`config.mk`:
```
export PLATFORM = sky130hd
export DESIGN_NAME = pb_uart_hub
export DESIGN_NICKNAME = d
export VERILOG_FILES = /design/src/rtl/pb_hub_pkg.sv /design/src/rtl/pb_hub_channel.sv /design/src/rtl/pb_uart_hub.sv
export SDC_FILE = /design/constraint.sdc
export NUM_CORES = 1
export LEC_CHECK = 0
export CAP_MARGIN = 20
export CORE_ASPECT_RATIO = 1.1
export CORE_UTILIZATION = 51
export CTS_BUF_LIST = sky130_fd_sc_hd__clkbuf_8
export CTS_CLUSTER_SIZE = 8
export DETAILED_ROUTE_END_ITERATION = 16
export GPL_TIMING_DRIVEN = 0
export PLACE_DENSITY = 0.88
export SYNTH_ARGS = -nofsm -noshare
export SYNTH_HDL_FRONTEND = slang
export SYNTH_SLANG_ARGS = --single-unit
export TNS_END_PERCENT = 10
```
`constraint.sdc`:
```
create_clock -name clk -period 5.6 [get_ports clk]
set_input_delay 1.4 -clock clk [delete_from_list [all_inputs] [get_ports clk]]
set_output_delay 1.4 -clock clk [all_outputs]
set_load 0.02 [all_outputs]
```
`src/rtl/pb_hub_pkg.sv`:
```
// Shared constants for the PicoBlaze UART hub: register offsets, echo state encoding, channel limit.
package pb_hub_pkg;

    localparam int MAX_CH = 8;

    localparam logic [1:0] OFF_DATA   = 2'd0;
    localparam logic [1:0] OFF_STATUS = 2'd1;
    localparam logic [1:0] OFF_CTRL   = 2'd2;
    localparam logic [1:0] OFF_COUNT  = 2'd3;

    typedef enum logic [1:0] {
        ECHO_IDLE   = 2'd0,
        ECHO_FWD    = 2'd1,
        ECHO_SETTLE = 2'd2
    } echo_state_t;

endpackage

```
`src/rtl/pb_hub_channel.sv`:
```
// One UART channel of the hub: register slice, RX pop counter and, with HUB_ECHO_EN, the echo engine.
//   state       | meaning
//   ECHO_IDLE   | waiting for echo_en, an RX byte and TX room
//   ECHO_FWD    | byte forwarded: TX write and RX pop pulsed this cycle
//   ECHO_SETTLE | one cycle for the UART flags to catch up
module pb_hub_channel
    import pb_hub_pkg::*;
(
    input  logic       clk,
    input  logic       reset,
    input  logic       sel,
    input  logic [1:0] off,
    input  logic       read_strobe,
    input  logic       write_strobe,
    input  logic [7:0] wr_data,
    output logic [7:0] rd_data,
    output logic [7:0] tx_data,
    output logic       tx_write,
    input  logic       tx_full,
    input  logic [7:0] rx_data,
    input  logic       rx_present,
    output logic       rx_ack
);

    logic       cpu_data_wr;
    logic       cpu_data_rd;
    logic       ctrl_wr;
    logic       count_clr;
    logic       cpu_pop;
    logic       echo_en;
    logic       echo_busy;
    logic [7:0] rx_count;

    assign cpu_data_wr = sel & write_strobe & (off == OFF_DATA);
    assign cpu_data_rd = sel & read_strobe  & (off == OFF_DATA);
    assign ctrl_wr     = sel & write_strobe & (off == OFF_CTRL);
    assign count_clr   = ctrl_wr & wr_data[1];

`ifdef HUB_ECHO_EN
    echo_state_t state;
    logic        pend_v;
    logic [7:0]  pend_data;
    logic        go;

    assign cpu_pop   = cpu_data_rd & ~echo_en;
    assign go        = (state == ECHO_IDLE) & echo_en & rx_present & ~tx_full
                       & ~cpu_data_wr & ~pend_v;
    assign echo_busy = (state != ECHO_IDLE);

    always_ff @(posedge clk) begin
        if (reset) begin
            state     <= ECHO_IDLE;
            echo_en   <= 1'b0;
            pend_v    <= 1'b0;
            pend_data <= 8'h00;
            tx_write  <= 1'b0;
            tx_data   <= 8'h00;
            rx_ack    <= 1'b0;
            rx_count  <= 8'h00;
        end else begin
            tx_write <= 1'b0;
            rx_ack   <= cpu_pop;
            if (ctrl_wr)
                echo_en <= wr_data[0];

            case (state)
                ECHO_IDLE: begin
                    if (go) begin
                        state    <= ECHO_FWD;
                        tx_write <= 1'b1;
                        tx_data  <= rx_data;
                        rx_ack   <= 1'b1;
                    end
                end
                ECHO_FWD: state <= ECHO_SETTLE;
                default:  state <= ECHO_IDLE;
            endcase

            // A CPU write landing on FWD is parked and goes out on the next free slot
            if (pend_v && state != ECHO_FWD) begin
                tx_write  <= 1'b1;
                tx_data   <= pend_data;
                pend_v    <= cpu_data_wr;
                pend_data <= wr_data;
            end else if (cpu_data_wr) begin
                if (state == ECHO_FWD) begin
                    pend_v    <= 1'b1;
                    pend_data <= wr_data;
                end else begin
                    tx_write <= 1'b1;
                    tx_data  <= wr_data;
                end
            end

            if (count_clr)
                rx_count <= 8'h00;
            else if (go | cpu_pop)
                rx_count <= rx_count + 8'd1;
        end
    end
`else
    assign cpu_pop   = cpu_data_rd;
    assign echo_en   = 1'b0;
    assign echo_busy = 1'b0;

    always_ff @(posedge clk) begin
        if (reset) begin
            tx_write <= 1'b0;
            tx_data  <= 8'h00;
            rx_ack   <= 1'b0;
            rx_count <= 8'h00;
        end else begin
            tx_write <= cpu_data_wr;
            if (cpu_data_wr)
                tx_data <= wr_data;
            rx_ack <= cpu_pop;
            if (count_clr)
                rx_count <= 8'h00;
            else if (cpu_pop)
                rx_count <= rx_count + 8'd1;
        end
    end
`endif

    always_comb begin
        rd_data = 8'h00;
        case (off)
            OFF_DATA:   rd_data = rx_data;
            OFF_STATUS: rd_data = {5'b0, echo_busy, tx_full, rx_present};
            OFF_CTRL:   rd_data = {7'b0, echo_en};
            default:    rd_data = rx_count;
        endcase
    end

endmodule

```
`src/rtl/pb_uart_hub.sv`:
```
// PicoBlaze port-mapped hub for NUM_CH UART channels: address decode and registered read mux.
// Define HUB_ECHO_EN to build the per-channel hardware echo engine.
module pb_uart_hub
    import pb_hub_pkg::*;
#(
    parameter int         NUM_CH = 2,
    parameter logic [7:0] BASE   = 8'h10
) (
    input  logic                  clk,
    input  logic                  reset,
    input  logic [7:0]            port_id,
    input  logic                  read_strobe,
    input  logic                  write_strobe,
    input  logic [7:0]            out_port,
    output logic [7:0]            in_port,
    output logic [8*NUM_CH-1:0]   uart_tx_data,
    output logic [NUM_CH-1:0]     uart_write,
    input  logic [NUM_CH-1:0]     uart_tx_full,
    input  logic [8*NUM_CH-1:0]   uart_rx_data,
    input  logic [NUM_CH-1:0]     uart_rx_present,
    output logic [NUM_CH-1:0]     uart_read_ack
);

    localparam logic [8:0] SPAN = 9'(4 * NUM_CH);

    logic [7:0]        rel;
    logic              hit;
    logic [2:0]        ch;
    logic [NUM_CH-1:0] sel;
    logic [7:0]        rd_ch [NUM_CH];
    logic [7:0]        rd_mux;

    assign rel = port_id - BASE;
    assign hit = (port_id >= BASE) && ({1'b0, rel} < SPAN);
    assign ch  = rel[4:2];

    for (genvar c = 0; c < NUM_CH; c++) begin : g_ch
        assign sel[c] = hit && (ch == 3'(c));

        pb_hub_channel u_ch (
            .clk          (clk),
            .reset        (reset),
            .sel          (sel[c]),
            .off          (rel[1:0]),
            .read_strobe  (read_strobe),
            .write_strobe (write_strobe),
            .wr_data      (out_port),
            .rd_data      (rd_ch[c]),
            .tx_data      (uart_tx_data[8*c +: 8]),
            .tx_write     (uart_write[c]),
            .tx_full      (uart_tx_full[c]),
            .rx_data      (uart_rx_data[8*c +: 8]),
            .rx_present   (uart_rx_present[c]),
            .rx_ack       (uart_read_ack[c])
        );
    end

    // Misses leave every sel low, so they read back as zero
    always_comb begin
        rd_mux = 8'h00;
        for (int c = 0; c < NUM_CH; c++)
            if (sel[c])
                rd_mux = rd_ch[c];
    end

    always_ff @(posedge clk) begin
        if (reset)
            in_port <= 8'h00;
        else
            in_port <= rd_mux;
    end

endmodule

```
# Yosys cells after proc, flatten, opt, wreduce, memory -nomap -nowiden
# Cells that the tools add are included.
totals:
  ram_bits: 0
  register_bits: 44
  mem_bits_ro: 0
  input_bits: 40
  latchBits: 0
  mem_count: 0
op_classes:
  n_lt_le_gt_ge: 2
  shift: 0
  n_eq_ne: 3
  n_reduce_logical: 7
  n_bitwise: 12
  n_div: 0
  mux: 4
  n_addsub: 3
  multipliers: 0
ops:
  columns: ["op", "n"]
  rows:
  - ["one-hot mux 8 bit (3 select lines)", 2]
  - ["adder 8 x 1 -> 8 bit, second input constant", 2]
  - ["2-to-1 mux 8 bit", 2]
  - ["bitwise AND 1 bit", 12]
  - [">= comparator 8 x 5 -> 1 bit, second input constant", 1]
  - ["less-than comparator 8 x 4 -> 1 bit, second input constant", 1]
  - ["subtractor 8 x 5 -> 8 bit, second input constant", 1]
  - ["OR reduction 2 bit", 2]
  - ["equality test 3 x 1 -> 1 bit, second input constant", 1]
  - ["logical AND 1 bit", 3]
  - ["zero test 3 bit", 1]
  - ["equality test 2 x 1 -> 1 bit, second input constant", 1]
  - ["equality test 2 bit, second input constant", 1]
  - ["zero test 2 bit", 1]

# Depth between registers and ports, before layout
# Gate-level depths: netlist of the first run.
logic_depth:
  ltp_word: 8
  depth_mapped: 6
  ltp_nobuf: 5

# Cells and area by module
# Synthesis of the first run repeated with hierarchy kept, for this count alone.
unflattened:
  hier_cells: 229
  hier_area_um2: 2070.7
modules_own_cells:
  columns: ["module", "area_per_inst_um2", "instances", "cells_each", "seq_area_each_um2"]
  rows:
  - ["pb_hub_channel", 844.6, 2, 99, 360.3]
  - ["pb_uart_hub", 381.6, 1, 31, 160.2]

# Worst setup path after synthesis of the first run
# Ideal clock, no wire load.
synth_path:
  path_type: "input port to flip-flop"
  from: "in port_id[3]"
  to: "reg g_ch[0].u_ch.rx_count[0]"
  setup_time_ns: 0.122
  arrival_time_ns: 2.705
  stages: 6
  t_required_ns: 5.478
  slack_ns: 2.773
  path_cell_list: "or4b_1 > buf_2 > nor3_1 > or2_1 > clkbuf_1 > nor2_1"
synth_between:
  elab_chain_len: 8
  word_cells_on_any_way: 12
synth_rtl:
  columns: ["element", "line", "rtl"]
  rows:
  - ["from (decl)", "pb_uart_hub.sv:11", "input logic [7:0] port_id,"]
  - ["subtractor 8 x 5 -> 8 bit", "pb_uart_hub.sv:33", "assign rel = port_id - BASE;"]
  - ["less-than comparator 8 x 4 -> 1 bit", "pb_uart_hub.sv:34", "assign hit = (port_id >= BASE) && ({1'b0, rel} < SPAN);"]
  - ["logical AND 1 bit", "pb_uart_hub.sv:34", null]
  - ["logical AND 1 bit *", "pb_uart_hub.sv:38", "assign sel[c] = hit && (ch == 3'(c));"]
  - ["bitwise AND 1 bit (2 in series)", "pb_hub_channel.sv:36", "assign ctrl_wr = sel & write_strobe & (off == OFF_CTRL);"]
  - ["bitwise AND 1 bit", "pb_hub_channel.sv:37", "assign count_clr = ctrl_wr & wr_data[1];"]
  - ["OR reduction 2 bit (no line)", null, null]
  - ["to (signal assigned)", "pb_hub_channel.sv:120", "rx_count <= rx_count + 8'd1;"]
  - ["to (decl)", "pb_hub_channel.sv:32", "logic [7:0] rx_count;"]
# Mark *: on every way between the ends. The rest lies on a longest branch, timed or not.
# A chain may end at the register's enable or synchronous reset.

# Worst setup path after layout of the first run
layout_path:
  from: "in port_id[0]"
  to: "reg g_ch[0].u_ch.rx_count[4]"
layout_between:
  elab_chain_len: 8
  word_cells_on_any_way: 14
layout_rtl:
  columns: ["element", "line"]
  rows:
  - ["subtractor 8 x 5 -> 8 bit", "pb_uart_hub.sv:33"]
  - ["less-than comparator 8 x 4 -> 1 bit", "pb_uart_hub.sv:34"]
  - ["logical AND 1 bit", "pb_uart_hub.sv:34"]
  - ["logical AND 1 bit", "pb_uart_hub.sv:38"]
  - ["bitwise AND 1 bit (2 in series)", "pb_hub_channel.sv:36"]
  - ["bitwise AND 1 bit", "pb_hub_channel.sv:37"]
  - ["OR reduction 2 bit (no line)", null]
# Several ways; a longest one is shown, not always the timed one.

==> results.md, run 1 <==
• finished, final reports clean — run status
• 0.08 ns — clock transition at the registers of the reported paths
• no — RSZ-0062 raised after global routing
• 0.00430 mm^2 — total die area
• g_ch[0].u_ch.rx_count[4] — worst setup path endpoint
• 67 — count of buffers inserted at the top-level ports
• dfxtp_1 — cell taking the most area after synthesis
• 339 — net total in the final layout
• 68.7 um — Die H
• 5 — cts bufs inserted
• 1727 — via count of the first global-routing pass
• 25.4% — total routing usage reported by global routing
• 0.00206 mm^2 — post-synthesis cell area
• 0 — diodes inserted
• simple AND/OR/NAND/NOR gates — kind of cell adding the most delay to the critical path
• 1.97 ns — minimum setup slack after placement
• 0 — Final ANT Viol Nets
• 42.7% — sequential-to-total area share from yosys stat
• 0 — remaining routing DRC violations
• 0 — number of cells upsized or downsized after cts
• 0.00374 mm^2 — area inside the core boundary
• 0.589 mW — Total Power
• 44 — flops & latches, synth
• 2 — maximum number of buffers from clock root to sink
• g_ch[1].u_ch.rx_count[0] — beginning of the worst register-to-register path
• flip-flop to flip-flop — Hold Path Class
• dfxtp_1 — most common cell in the netlist
• 5 — depth of the worst register-to-register path
• 40.3% — area growth from synthesis to layout
• 0.857 — placer's final routability congestion estimate
• 2 — CTS H-tree depth
• 40 — number of unique standard cell types used by synthesis
• 1.11 nW — static power due to leakage
• 42.7% — fraction of post-synthesis cell area in the top cell type by area
• 0 — GRT Residual Overflow
• clkdlybuf4s50_1, clkbuf_1, nor3b_1, nand3_1, or3_1, a21oi_1 — Critical Path, Cell by Cell
• 0.30 ns — later-pin clock latency in the skew report
• 0.00263 ns — largest clock skew in the final design
• 59.8% — Final period util
• 55.1% — starting utilization of the core area
• 0.61 ns — highest cell delay on the worst timing path
• 0 — number of failing hold endpoints at the final stage
• 0 — Yosys warning count
• input port — element type at the critical path start
• 3.59 ns — arrival time worst endpoint
• flip-flop — Critical Path End Type
• 1932 — count of vias placed by the detailed router
• done — clock tree from TritonCTS
• 57.6% — relative slew slack
• 0 — final slew viol count
• 15.2 um — detail-routed net length per standard cell
• 23 — number of cell rows
• 6 — number of cells on the critical path
• dfxtp_1 (43%), mux2i_1 (10%), nor2_1 (7.6%) — synth top area cells
• 0 — initial antenna violation count
• 15 — maximum number of pins on one net before global-route repair
• 0 — number of failing setup endpoints in the final timing report
• g_ch[1].u_ch.rx_count[6] — Critical R2R Capture
• 2 — critical path buffer and inverter count
• 0.502 ns — worst hold slack
• 3.89 ns — register-to-register setup slack
• port_id[0] — timing startpoint of the critical path
• 9.25 um^2 — average cell area after synthesis
• 266 — filler instances
• 68 — number of I/O pins
• 298 MHz — maximum frequency from static timing analysis
• clkbuf_8 — root cell of the clock tree
• 5.84 ns — CP required
• 10 — Max FO, Critical Path
• 2.25 ns — least setup slack across all paths after layout
• 3930 um — post-DP HPWL
• 203 mW/mm^2 — power density of the placed cells
• dfxtp_1 (44), nor2_1 (42), mux2i_1 (21) — ranking of synthesized cells by instance count
• 0 — total setup buffers inserted after CTS
• 8260 um — wire length of the first global-routing pass
• 62.6 um — Die Span X
• 0% — fraction of registers with async set/reset
• 223 — number of standard cells after synthesis
• nor3b_1 — slowest stage cell, crit path
• 3.35 ns — fin crit period
• 7.05% — share of post-route cells with drive strength above 1
• 265 — synthesized netlist net count
• 0 — number of max-cap violations
• 5310 um — routed wire length
• 106 — drt initial violations
• dfxtp_1 — Primary FF master, synth
• 0 ns — final-layout setup total negative slack
• 0.634 ns — worst slew pin tran
• 4 — Pre-Repair DR Iteration Count
• input port to flip-flop — WS Path Type
• 174 uV — worst supply voltage drop on vdd
• 0 — count of hold-fix buffers inserted at cts
• 44 — CTS sink count
• 5.55 — vias per inst
• 0 — number of synthesized flops with an enable pin
==> worst reg2reg max path, stage by stage, from the launching register on <==
cell	delay (ns)
dfxtp_1	0.46
ha_1	0.21
or4bb_1	0.44
nor4_1	0.26
xnor2_1	0.16
nor2_1	0.05
==> placed cells by master, fill, tap and decap left out, drive strengths merged, types with 3 or more instances in the layout <==
| master | netlist | final |
|---|---|---|
| nor4 | 7 | 7 |
| o21ai | 4 | 4 |
| nor2 | 42 | 42 |
| clkdlybuf4s50 | 0 | 67 |
| nand3 | 10 | 10 |
| dfxtp | 44 | 44 |
| a21oi | 6 | 6 |
| nor3 | 3 | 3 |
| clkbuf | 8 | 14 |
| xnor2 | 7 | 7 |
| mux2i | 21 | 21 |
| nand2 | 7 | 7 |
| o2bb2ai | 4 | 4 |
| buf | 7 | 7 |
| a22o | 10 | 10 |
| or3 | 3 | 3 |
| a22oi | 8 | 8 |
| xor2 | 3 | 3 |
| nand4 | 5 | 5 |
==> flip-flops by register name (all words and copies together), names as in the netlist <==
register,flops
g_ch.u_ch.rx_count,16
in_port,8
g_ch.u_ch.tx_data,16
g_ch.u_ch.tx_write,2
g_ch.u_ch.rx_ack,2
==> kinds of logic (layout without fill, tap and decap cells) <==
group / count (synthesis) / count (layout) / synth area share, %
simple gates: 96 / 96 / 25.3
flops: 44 / 44 / 42.7
compound gates: 33 / 33 / 11.7
mux: 23 / 23 / 11.3
buf+inv: 15 / 90 / 3.58
xor+xnor: 10 / 10 / 4.25
fa+ha+maj: 2 / 2 / 1.21
==> through the flow <==
step / utilization (%) / cell area [um^2] / instances
5_1_grt: 77.3 / 2890 / 348
3_5_place_dp: 74.7 / 2800 / 340
2_1_floorplan: - / 2060 / 223
4_1_cts: 77.3 / 2890 / 348
6_report: 77.3 / 2890 / 348
3_3_place_gp: 74.7 / 2800 / 340
==> worst min-delay path by stage <==
| stage | depth (start not counted) | slack (ns) | end | startpoint |
|---|---|---|---|---|
| global route | 2 | 0.54 | g_ch[0].u_ch.tx_data[7] | g_ch[0].u_ch.tx_data[7] |
| detailed placement | 2 | 0.49 | g_ch[0].u_ch.tx_data[7] | g_ch[0].u_ch.tx_data[7] |
| CTS | 2 | 0.51 | g_ch[0].u_ch.tx_data[7] | g_ch[0].u_ch.tx_data[7] |
| finish | 2 | 0.50 | g_ch[0].u_ch.tx_data[7] | g_ch[0].u_ch.tx_data[7] |
| global placement | 2 | 0.48 | g_ch[0].u_ch.tx_data[0] | g_ch[0].u_ch.tx_data[0] |
| floorplan | 2 | 0.46 | g_ch[1].u_ch.rx_count[7] | g_ch[1].u_ch.rx_count[7] |
==> metal layers <==
layer | track usage, % | up-vias | part of all wire, %
met5 | 0 | - | 0
met4 | 11.9 | 0 | 2.1
met3 | 5.43 | 11 | 4.9
met2 | 42.5 | 68 | 49
met1 | 31.8 | 902 | 44
li1 | - | 951 | -
==> area by class of cell <==
class / count / area, um^2 / share of cell area, %
flip-flops and latches: 44 / 881 / 30.4
repair buffers: 67 / 671 / 23.2
clock buffers: 6 / 82.6 / 2.85
plain buffers: 15 / 73.8 / 2.55
well taps: 50 / 62.6 / 2.16
clock inverters: 2 / 15.0 / 0.519
multi-input cells: 164 / 1110 / 38.3
==> power by group <==
| part | internal, mW | switching [mW] |
|---|---|---|
| Clock | 0.0999 | 0.113 |
| Combinational | 0.0352 | 0.0274 |
| Sequential | 0.313 | 0.000172 |
| Total | 0.448 | 0.141 |
No activity file was read; power rests on OpenSTA's default activity.
==> run 2: changes to the inputs <==
Settings changed: CORE_UTILIZATION 51 to 43, PLACE_DENSITY 0.88 to 0.79.
Clock period 5.6 ns to 2.9 ns, I/O delays scaled along.
==> results.md, run 2 (same netlist as run 1, synthesis figures left out) <==
• 14 — maximum number of pins on one net before global-route repair
• 353 — count of placed standard cells in the final layout, fillers left out
• 3870 um — post-DP HPWL
• 0 — GRT Residual Overflow
• 68 — number of I/O pins
• 5.46 — vias per inst
• 0 — remaining routing DRC violations
• met2 — routing layer with the top usage in global route
• g_ch.u_ch.rx_count x16, g_ch.u_ch.tx_data x16, in_port x8 — Regs by FF count
• 0.08 ns — clock transition at the registers of the reported paths
• 0 — count of hold-fix buffers inserted at cts
• 6.73% — share of post-route cells with drive strength above 1
• g_ch[1].u_ch.rx_count[0] — beginning of the worst register-to-register path
• 62.4% — fin util
• 0.00212 ns — largest clock skew in the final design
• 1.18 ns — register-to-register setup slack
• 44 — CTS sink count
• 0.00288 mm^2 — finished layout cell area
• 39.9% — area growth from synthesis to layout
• g_ch[1].u_ch.rx_count[6] — Critical R2R Capture
• 0 — number of failing setup endpoints in the final timing report
• 3.13 ns — CP required
• 5 — cts bufs inserted
• g_ch[1].u_ch.tx_data[6] — endpoint of the worst hold path
• 289 uV — worst supply voltage drop on vdd
• 68.0 um — Die Span X
• 0.29 ns — later-pin clock latency in the skew report
• 0.00462 mm^2 — area inside the core boundary
• 417 — filler instances
• input port — element type at the critical path start
• 379 mW/mm^2 — power density of the placed cells
• 0.635 ns — worst slew pin tran
• 0 — final slew viol count
• 2.69 ns — fin crit period
• 114 — drt initial violations
• 33.9% — met2 track demand over resource
• 2 — maximum number of buffers from clock root to sink
• no — RSZ-0062 raised after global routing
• 0.900 — placer's final routability congestion estimate
• done — clock tree from TritonCTS
• 2.91 ns — arrival time worst endpoint
• input port to flip-flop — WS Path Type
• 0.00280 mm^2 — cell area after placement
• 0 — number of cells upsized or downsized after cts
• flip-flop to flip-flop — Hold Path Class
• 74.6 um — Die H
• flip-flop — Critical Path End Type
• 5.61% — met3 GRT Util
• 0.00508 mm^2 — total die area
• 2 — hold path cells
• 1.10 nW — static power due to leakage
• 21.8% — total routing usage reported by global routing
• clkbuf_8 — root cell of the clock tree
• 44.6% — starting utilization of the core area
• 10 — Max FO, Critical Path
• clkdlybuf4s50_1 — most common cell after layout, fill and taps aside
• 372 MHz — maximum frequency from static timing analysis
• 57.6% — relative slew slack
• 0 — diodes inserted
• 0 — total setup buffers inserted after CTS
• 1928 — count of vias placed by the detailed router
• 26 — number of cell rows
• 28.9% — met1 Usage GRT
• 1.09 mW — Total Power
• 14.7 um — detail-routed net length per standard cell
• 0 — number of max-cap violations
• clkdlybuf4s50_1 (67), dfxtp_1 (44), nor2_1 (42), mux2i_1 (21) — highest-count cells in the layout ignoring fill and taps
• 2 — CTS H-tree depth
• 0 — number of failing hold endpoints at the final stage
• 0 — Final ANT Viol Nets
• 5210 um — routed wire length
• 0 — initial antenna violation count
• 8140 um — wire length of the first global-routing pass
• 5 — depth of the worst register-to-register path
• 346 — number of placed instances, taps included
• g_ch[1].u_ch.tx_data[6] — worst min-delay path startpoint
• 1709 — via count of the first global-routing pass
• finished, final reports clean — run status
• 92.6% — Final period util
• 67 — count of buffers inserted at the top-level ports
• 4 — Pre-Repair DR Iteration Count
• 339 — net total in the final layout
==> run 2: metal layers <==
metal | part of all wire [%] | vias up
li1 | - | 946
met1 | 45 | 909
met2 | 47 | 61
met3 | 5.0 | 12
met4 | 2.5 | 0
met5 | 0 | -
==> run 2: per-stage QoR <==
stage / hold WS (ns) / worst slack [ns] / setup TNS, ns
finish: 0.499 / 0.215 / 0
global route: 0.533 / 0.0159 / 0
CTS: 0.503 / 0.294 / 0
detailed placement: 0.485 / -0.0203 / -0.0203
global placement: 0.475 / -0.0374 / -0.0472
floorplan: 0.458 / 0.748 / 0
==> run 2: layout make-up <==
| type | instances | area [um^2] | share of cell area (%) |
|---|---|---|---|
| clock inverter | 2 | 12.5 | 0.434 |
| clock buffer | 5 | 68.8 | 2.39 |
| buffer | 15 | 73.8 | 2.56 |
| timing repair buffer | 67 | 671 | 23.3 |
| sequential | 44 | 881 | 30.5 |
| multi-input combinational | 164 | 1110 | 38.4 |
| tap | 56 | 70.1 | 2.43 |
==> run 2: worst max-delay path by stage <==
| stage | endpoint | startpoint | depth (start not counted) | slack, ns |
|---|---|---|---|---|
| CTS | g_ch[0].u_ch.rx_count[4] | port_id[0] | 6 | 0.29 |
| finish | g_ch[0].u_ch.rx_count[4] | port_id[0] | 6 | 0.21 |
| floorplan | g_ch[0].u_ch.rx_count[0] | port_id[3] | 6 | 0.75 |
| global placement | g_ch[0].u_ch.rx_count[4] | port_id[0] | 6 | -0.04 |
| global route | g_ch[0].u_ch.rx_count[4] | port_id[0] | 6 | 0.02 |
| detailed placement | g_ch[0].u_ch.rx_count[4] | port_id[0] | 6 | -0.02 |
==> run 2: power by group <==
group          total [mW]  switching, mW  internal, mW  leakage, nW
combinational       0.121         0.0535        0.0680        0.708
clock               0.366          0.203         0.163       0.0400
sequential          0.604       0.000329         0.604        0.354
total                1.09          0.257         0.835         1.10
==> run 2: critical path, cell delays in order <==
cell and delay (ns):
clkdlybuf4s50_1 0.47, clkbuf_1 0.31, nor3b_1 0.62, nand3_1 0.28, or3_1 0.37, a21oi_1 0.14
==> run 3: changes to the inputs <==
Settings changed: CTS_CLUSTER_SIZE 8 to 30, SLEW_MARGIN set to 20.
==> results of run 3 <==
No change in the layout: final DEF, timing and power equal those of run 2.
